File: src/rtl/simple_pipeline_pkg.sv
// rtl/simple_pipeline_pkg.sv - shared constants for the elastic arithmetic pipeline
package simple_pipeline_pkg;
    localparam int DEFAULT_WIDTH = 8;
    localparam int NUM_STAGES    = 3;
    localparam int OCC_W         = $clog2(NUM_STAGES + 1);
endpackage

File: src/rtl/pipe_stage_ctrl.sv
// rtl/pipe_stage_ctrl.sv - per-stage valid register and ready/load handshake control
module pipe_stage_ctrl (
    input  logic clk,
    input  logic rst_n,
    input  logic flush,
    input  logic valid_prev,
    input  logic ready_next,
    output logic valid,
    output logic ready,
    output logic load
);
    logic valid_q;

    // An empty stage always accepts, so bubbles are squeezed out under a stall.
    assign ready = !valid_q | ready_next;
    assign load  = ready & valid_prev & !flush;
    assign valid = valid_q;

    always_ff @(posedge clk or negedge rst_n) begin
        if (!rst_n) begin
            valid_q <= 1'b0;
        end else if (flush) begin
            valid_q <= 1'b0;
        end else if (ready) begin
            valid_q <= valid_prev;
        end
    end
endmodule

File: src/rtl/simple_pipeline_elastic.sv
// rtl/simple_pipeline_elastic.sv - flow-controlled 3-stage pipeline computing f = ((a+b)+(c-d))*d
module simple_pipeline_elastic
    import simple_pipeline_pkg::*;
#(
    parameter int WIDTH    = DEFAULT_WIDTH,
    parameter int FULL_MUL = 1
) (
    input  logic                 clk,
    input  logic                 rst_n,
    input  logic                 flush,
    input  logic                 in_valid,
    output logic                 in_ready,
    input  logic [WIDTH-1:0]     a,
    input  logic [WIDTH-1:0]     b,
    input  logic [WIDTH-1:0]     c,
    input  logic [WIDTH-1:0]     d,
    output logic                 out_valid,
    input  logic                 out_ready,
    output logic [2*WIDTH-1:0]   f,
    output logic [OCC_W-1:0]     occupancy
);
    logic v1, v2, v3;
    logic r1, r2, r3;
    logic ld1, ld2, ld3;

    logic [WIDTH-1:0]   y1, y2, d1, y3, d2;
    logic [2*WIDTH-1:0] f_q;
    logic [2*WIDTH-1:0] prod;

    pipe_stage_ctrl u_s1 (.clk(clk), .rst_n(rst_n), .flush(flush), .valid_prev(in_valid),
                          .ready_next(r2), .valid(v1), .ready(r1), .load(ld1));
    pipe_stage_ctrl u_s2 (.clk(clk), .rst_n(rst_n), .flush(flush), .valid_prev(v1),
                          .ready_next(r3), .valid(v2), .ready(r2), .load(ld2));
    pipe_stage_ctrl u_s3 (.clk(clk), .rst_n(rst_n), .flush(flush), .valid_prev(v2),
                          .ready_next(out_ready), .valid(v3), .ready(r3), .load(ld3));

    // rst_n gates in_ready so a producer never sees a handshake land in reset.
    assign in_ready  = r1 & !flush & rst_n;
    assign out_valid = v3;
    assign f         = f_q;
    assign occupancy = OCC_W'(v1) + OCC_W'(v2) + OCC_W'(v3);

    assign prod = {{WIDTH{1'b0}}, y3} * {{WIDTH{1'b0}}, d2};

    always_ff @(posedge clk or negedge rst_n) begin
        if (!rst_n) begin
            y1  <= '0;
            y2  <= '0;
            d1  <= '0;
            y3  <= '0;
            d2  <= '0;
            f_q <= '0;
        end else begin
            if (ld1) begin
                y1 <= a + b;
                y2 <= c - d;
                d1 <= d;
            end
            if (ld2) begin
                y3 <= y1 + y2;
                d2 <= d1;
            end
            if (ld3) begin
                f_q <= (FULL_MUL != 0) ? prod : {{WIDTH{1'b0}}, prod[WIDTH-1:0]};
            end
        end
    end
endmodule

File: config.mk
export PLATFORM = sky130hd
export DESIGN_NAME = simple_pipeline_elastic
export DESIGN_NICKNAME = d
export VERILOG_FILES = /design/src/rtl/simple_pipeline_pkg.sv /design/src/rtl/pipe_stage_ctrl.sv /design/src/rtl/simple_pipeline_elastic.sv
export SDC_FILE = /design/constraint.sdc
export NUM_CORES = 1
export LEC_CHECK = 0
export ABC_AREA = 1
export BUFFER_PORTS_ARGS = -buffer_cell sky130_fd_sc_hd__buf_2
export CORE_MARGIN = 4
export CORE_UTILIZATION = 55
export CTS_BUF_LIST = sky130_fd_sc_hd__clkbuf_16
export DETAILED_ROUTE_END_ITERATION = 10
export PLACE_DENSITY = 0.75
export SETUP_SLACK_MARGIN = 0.15
export SLEW_MARGIN = 20
export SYNTH_ARGS = -nofsm -noshare
export SYNTH_HDL_FRONTEND = slang
export SYNTH_SLANG_ARGS = --single-unit
File: constraint.sdc
create_clock -name clk -period 4.1 [get_ports clk]
set_clock_uncertainty 0.15 [all_clocks]
set_input_delay 0 -clock clk [delete_from_list [all_inputs] [get_ports clk]]
set_output_delay 0 -clock clk [all_outputs]
set_load 0.01 [all_outputs]
[Word level (Yosys, flattened, before mapping)]
Index checks and enable logic that the tools add are counted.
Storage, ports and cells
  register bits after elaboration: 59
  latch bits: 0
  memory bits (writable): 0
  ROM bits: 0
  input port bits: 37
  logic and storage cells: 39
  memories kept: 0
Cells by class
  add/subtract/negate cells: 5
  multiply operators: 1
  divide/modulo/power cells: 0
  $lt $le $gt $ge: 0
  equality and inequality tests: 0
  shifts and indexed selects: 0
  multiplexer cells: 6
  bitwise gates (word level): 11
  reduce and logical (&&, ||, !) cells: 7
Operator list (number)
  adder 8 bit: 2
  multiplier 8 x 8 -> 16 bit: 1
  AND 1 bit: 8
  subtractor 8 bit: 1
  two-way mux 1 bit: 6
  nonzero test 2 bit: 3
  zero test 1 bit: 4
  OR 1 bit: 3
  adder 1 x 1 -> 2 bit: 1
  adder 2 x 1 -> 2 bit: 1

[Logic depth before layout (Yosys ltp)]
  word-level depth: 6
  gate-level depth with buffers: 21
  gate-level depth less buffers: 20

[Hierarchy]
From an unflattened synthesis, not the netlist that was laid out.
Unflattened totals
  cells, all modules: 772
  area total of the unflattened synthesis: 5582.9 um2
Modules (own cells, without submodules)
  simple_pipeline_elastic: instances 1, cells each 745, area each 5398.9 um2, sequential area each 1401.3 um2
  pipe_stage_ctrl: instances 3, cells each 9, area each 61.3 um2, sequential area each 25.0 um2

[Worst setup path before layout]
OpenSTA, ideal clock, no wires.
  kind: flip-flop to flip-flop
  start point: register d2[7]
  end point: register f_q[8], in the netlist f[8]
  library setup time: 0.117 ns
  data arrival time: 3.758 ns
  path slack: 0.075 ns
  stages on the path, launching flop included: 18
  path buffers: 1
  period minus slack after synthesis: 4.025 ns
  cell sequence: dfrtp_1 > clkbuf_1 > nand2_1 > fa_1 > fa_1 > inv_1 > fa_1 > inv_1 > fa_1 > inv_1 > ha_1 > nand2_1 > inv_1 > nand2_1 > nand2_1 > or2_1 > nand3_1 > nand2_1
Between the ends
  longest elaborated chain between the ends: 1
RTL lines
  start, declared: line simple_pipeline_elastic.sv:26  | logic [WIDTH-1:0] y1, y2, d1, y3, d2;
  start signal, assigned: line simple_pipeline_elastic.sv:51  | d2 <= '0;
  start signal, assigned: line simple_pipeline_elastic.sv:61  | d2 <= d1;
  multiplier 8 x 8 -> 16 bit: line simple_pipeline_elastic.sv:43  | assign prod = {{WIDTH{1'b0}}, y3} * {{WIDTH{1'b0}}, d2};
  end signal, assigned: line simple_pipeline_elastic.sv:64  | f_q <= (FULL_MUL != 0) ? prod : {{WIDTH{1'b0}}, prod[WIDTH-1:0]};
  end, declared: line simple_pipeline_elastic.sv:27  | logic [2*WIDTH-1:0] f_q;
No other way between the ends.
A chain may end at the register's enable or synchronous reset.

[Final worst setup path]
  start point: register d2[7]
  end point: register f_q[15], in the netlist f[15]
The elaborated chain is that of the path after synthesis.

==> metrics <==
Met3 Wirelength 687 um; M1 wire length 6240 um; RSZ-0062 raised after global routing true; Setup WS post-layout 0.172 ns; TritonRoute pass-1 iters 5; Slew Viols, Final 0; Layout Nets around 1,000; outcome completed; Boundary Pins 57; synth unique cells 31; Root Driver clkbuf_16; Mean Syn Cell Area 7.35 um^2; antenna cells 0; relative slew slack 41.1%; Leak 0.00425 uW; period utilization 95.8%; flop-to-flop setup slack 0.17 ns; Total Routing Usage GR between 20% and 30%; Max-Cap Viols 0; post-DP HPWL slightly above 10,000 um; PwrDens 693 mW/mm^2; H-tree depth 3; most frequent cells in the layout nand2_1 (228), inv_1 (157), buf_2 (56), ha_1 (50), dfrtp_1 (50); Final Hold Fails 0; ys async rst share 100%; WHS 0.0236 ns; Worst Max-Slew Pin Slew 0.884 ns; CTS Buffer Depth 2; Most used DFF post-synth dfrtp_1; pre-CTS WS -0.0830 ns; Layout Utilization 71.9%; Yosys reg bits 59; crit path max fanout 4; TritonCTS buffer count 9; yosys warns 0; # fillers 777; starting density of the core 56.7%; Final GP Congestion between 0.8 and 0.9; Vias/cell approximately 5; largest net degree at the start of global routing 40; Top cell by count, worst path fa_1; clk_lat worst skew 0.33 ns; antenna viol nets, final 0; final non-filler cell total 1,004; share of post-route cells with drive strength above 1 22.7%; Req. time, crit path 4.17 ns; critical path's top delay family adder cells; commonest non-fill, non-tap cell in the layout nand2_1; Setup Crit Path Kind register to register; post-route minimum period 3.93 ns; PortBufs 56; crit path DAT 3.99 ns; Buf/Inv on CP 4; initial antenna violation count 0; Critical Path Slowest Stage Cell fa_1; Post-route DRC 0; Vias 5,026; die area 0.0118 mm^2; Die Width roughly 110 um; num rows 36; Worst Hold Class input pin to register; First DRT Iteration DRCs 235; CTS tree yes; Mapped Area 0.00556 mm^2; Syn-to-layout area delta 26.8%; Max Used Layer met4; CTS sink cnt 59; EDFF count, synth 0; total wire length 14,000 um; Peak VDD IR about 0.44 mV; Startpoint Class register; Synth Instances 757; first-pass GRT wire length 23,300 um; achievable frequency 255 MHz; CTS clk-pin slew, worst paths roughly 0.05 ns; Critical Path End Type register; die extent in y 109 um; final setup fails 0; Placed Cells 942; slowest cell delay on critical path 0.52 ns; CP cell instances buf_6 > nand2_2 > inv_2 > fa_1 > fa_1 > fa_1 > inv_1 > fa_1 > inv_2 > ha_4 > nand2_4 > nor2_4 > and2_4 > nand2_2 > nand3_2 > nand2_1 > nand3_1 > nand2_1; Syn Nets ~890; DR WL met2 6730 um; number of global-route vias before repair between 5,000 and 6,000; core box area between 0.009 and 0.01 mm^2; register area share after synthesis 26.5%; wire per inst 13.9 um; total gr overflow 0
==> kinds of logic (layout without fill, tap and decap cells) <==
family	Yosys count	in the layout	synth area share, %
compound gates	61	61	5.85
xor+xnor	13	13	2.05
fa+ha+maj	97	97	27.2
buf+inv	201	315	14.4
flops	59	59	26.5
simple gates	326	326	24.0
==> synthesized netlist by cell type (4+ instances only) <==
library cell / number / share of area (%)
a21oi_1: 19 / 1.7
buf_6: 5 / 1.0
clkbuf_1: 17 / 1.1
dfrtp_1: 59 / 27
fa_1: 40 / 14
ha_1: 57 / 13
inv_1: 174 / 12
nand2_1: 258 / 17
nand3_1: 36 / 3.2
nand3_2: 4 / 0.72
nand4_1: 5 / 0.56
nor2_1: 14 / 0.94
o21ai_0: 27 / 2.4
o21ai_1: 7 / 0.63
xnor2_1: 8 / 1.3
xor2_1: 5 / 0.79
==> what timing repair did <==
action	4_1_cts	5_1_grt
hold buffers	28	0
setup endpoints to repair	8	10
setup buffers	7	11
endpoints found under the hold margin	54	0
pin swaps	14	38
resized for setup	26	68
==> path summary, 6_finish.rpt <==
path | from | end | depth (start not counted)
max | d2[7] | f[15] | 18
min | c[4] | y2[4] | 4
max reg2reg | d2[7] | f[15] | 18
min reg2reg | f[3] | f[3] | 2
max in group asynchronous | rst_n | y3[6] | 3
min in group asynchronous | rst_n | f[0] | 2
==> worst reg2reg max path, stage by stage, from the launching register on <==
cell     delay (ns)
dfrtp_1        0.40
buf_6          0.13
nand2_2        0.06
inv_2          0.04
fa_1           0.48
fa_1           0.52
fa_1           0.52
inv_1          0.05
fa_1           0.49
inv_2          0.05
ha_4           0.31
nand2_4        0.08
nor2_4         0.14
and2_4         0.15
nand2_2        0.05
nand3_2        0.05
nand2_1        0.04
nand3_1        0.06
nand2_1        0.06
==> state kept, by name (all words and copies together) (netlist names), 8 cells and up <==
| name | cells |
|---|---|
| f | 16 |
| d1 | 8 |
| d2 | 8 |
| y1 | 8 |
| y2 | 8 |
| y3 | 8 |
==> stage by stage <==
step	total power (uW)	setup TNS [ns]	area [um^2]
6_report	4890	0	7060
5_1_grt	5380	-0.0410	7060
4_1_cts	4360	0	6780
3_5_place_dp	3180	-0.276	6030
3_3_place_gp	3130	-0.302	6030
2_1_floorplan	2500	0	5570
==> routing by layer <==
layer | global-route usage, % | up-vias
met3 | 4.24 | 30
met1 | 35.1 | 2372
met5 | 0 | -
met4 | 8.30 | 0
met2 | 40.4 | 143
li1 | - | 2481
==> report_power, final <==
| group | switching [uW] | internal (uW) |
|---|---|---|
| clock | 269 | 524 |
| sequential | 143 | 739 |
| combinational | 1820 | 1400 |
| total | 2230 | 2670 |
==> area by class of cell <==
| class | count | area [um^2] | share of cell area, % |
|---|---|---|---|
| clock buffer | 9 | 225 | 3.19 |
| inverter | 175 | 657 | 9.31 |
| timing repair buffer | 124 | 888 | 12.6 |
| tap | 133 | 166 | 2.36 |
| multi-input combinational | 497 | 3550 | 50.3 |
| clock inverter | 7 | 83.8 | 1.19 |
| sequential | 59 | 1490 | 21.1 |
No activity file was read; power rests on OpenSTA's default activity.
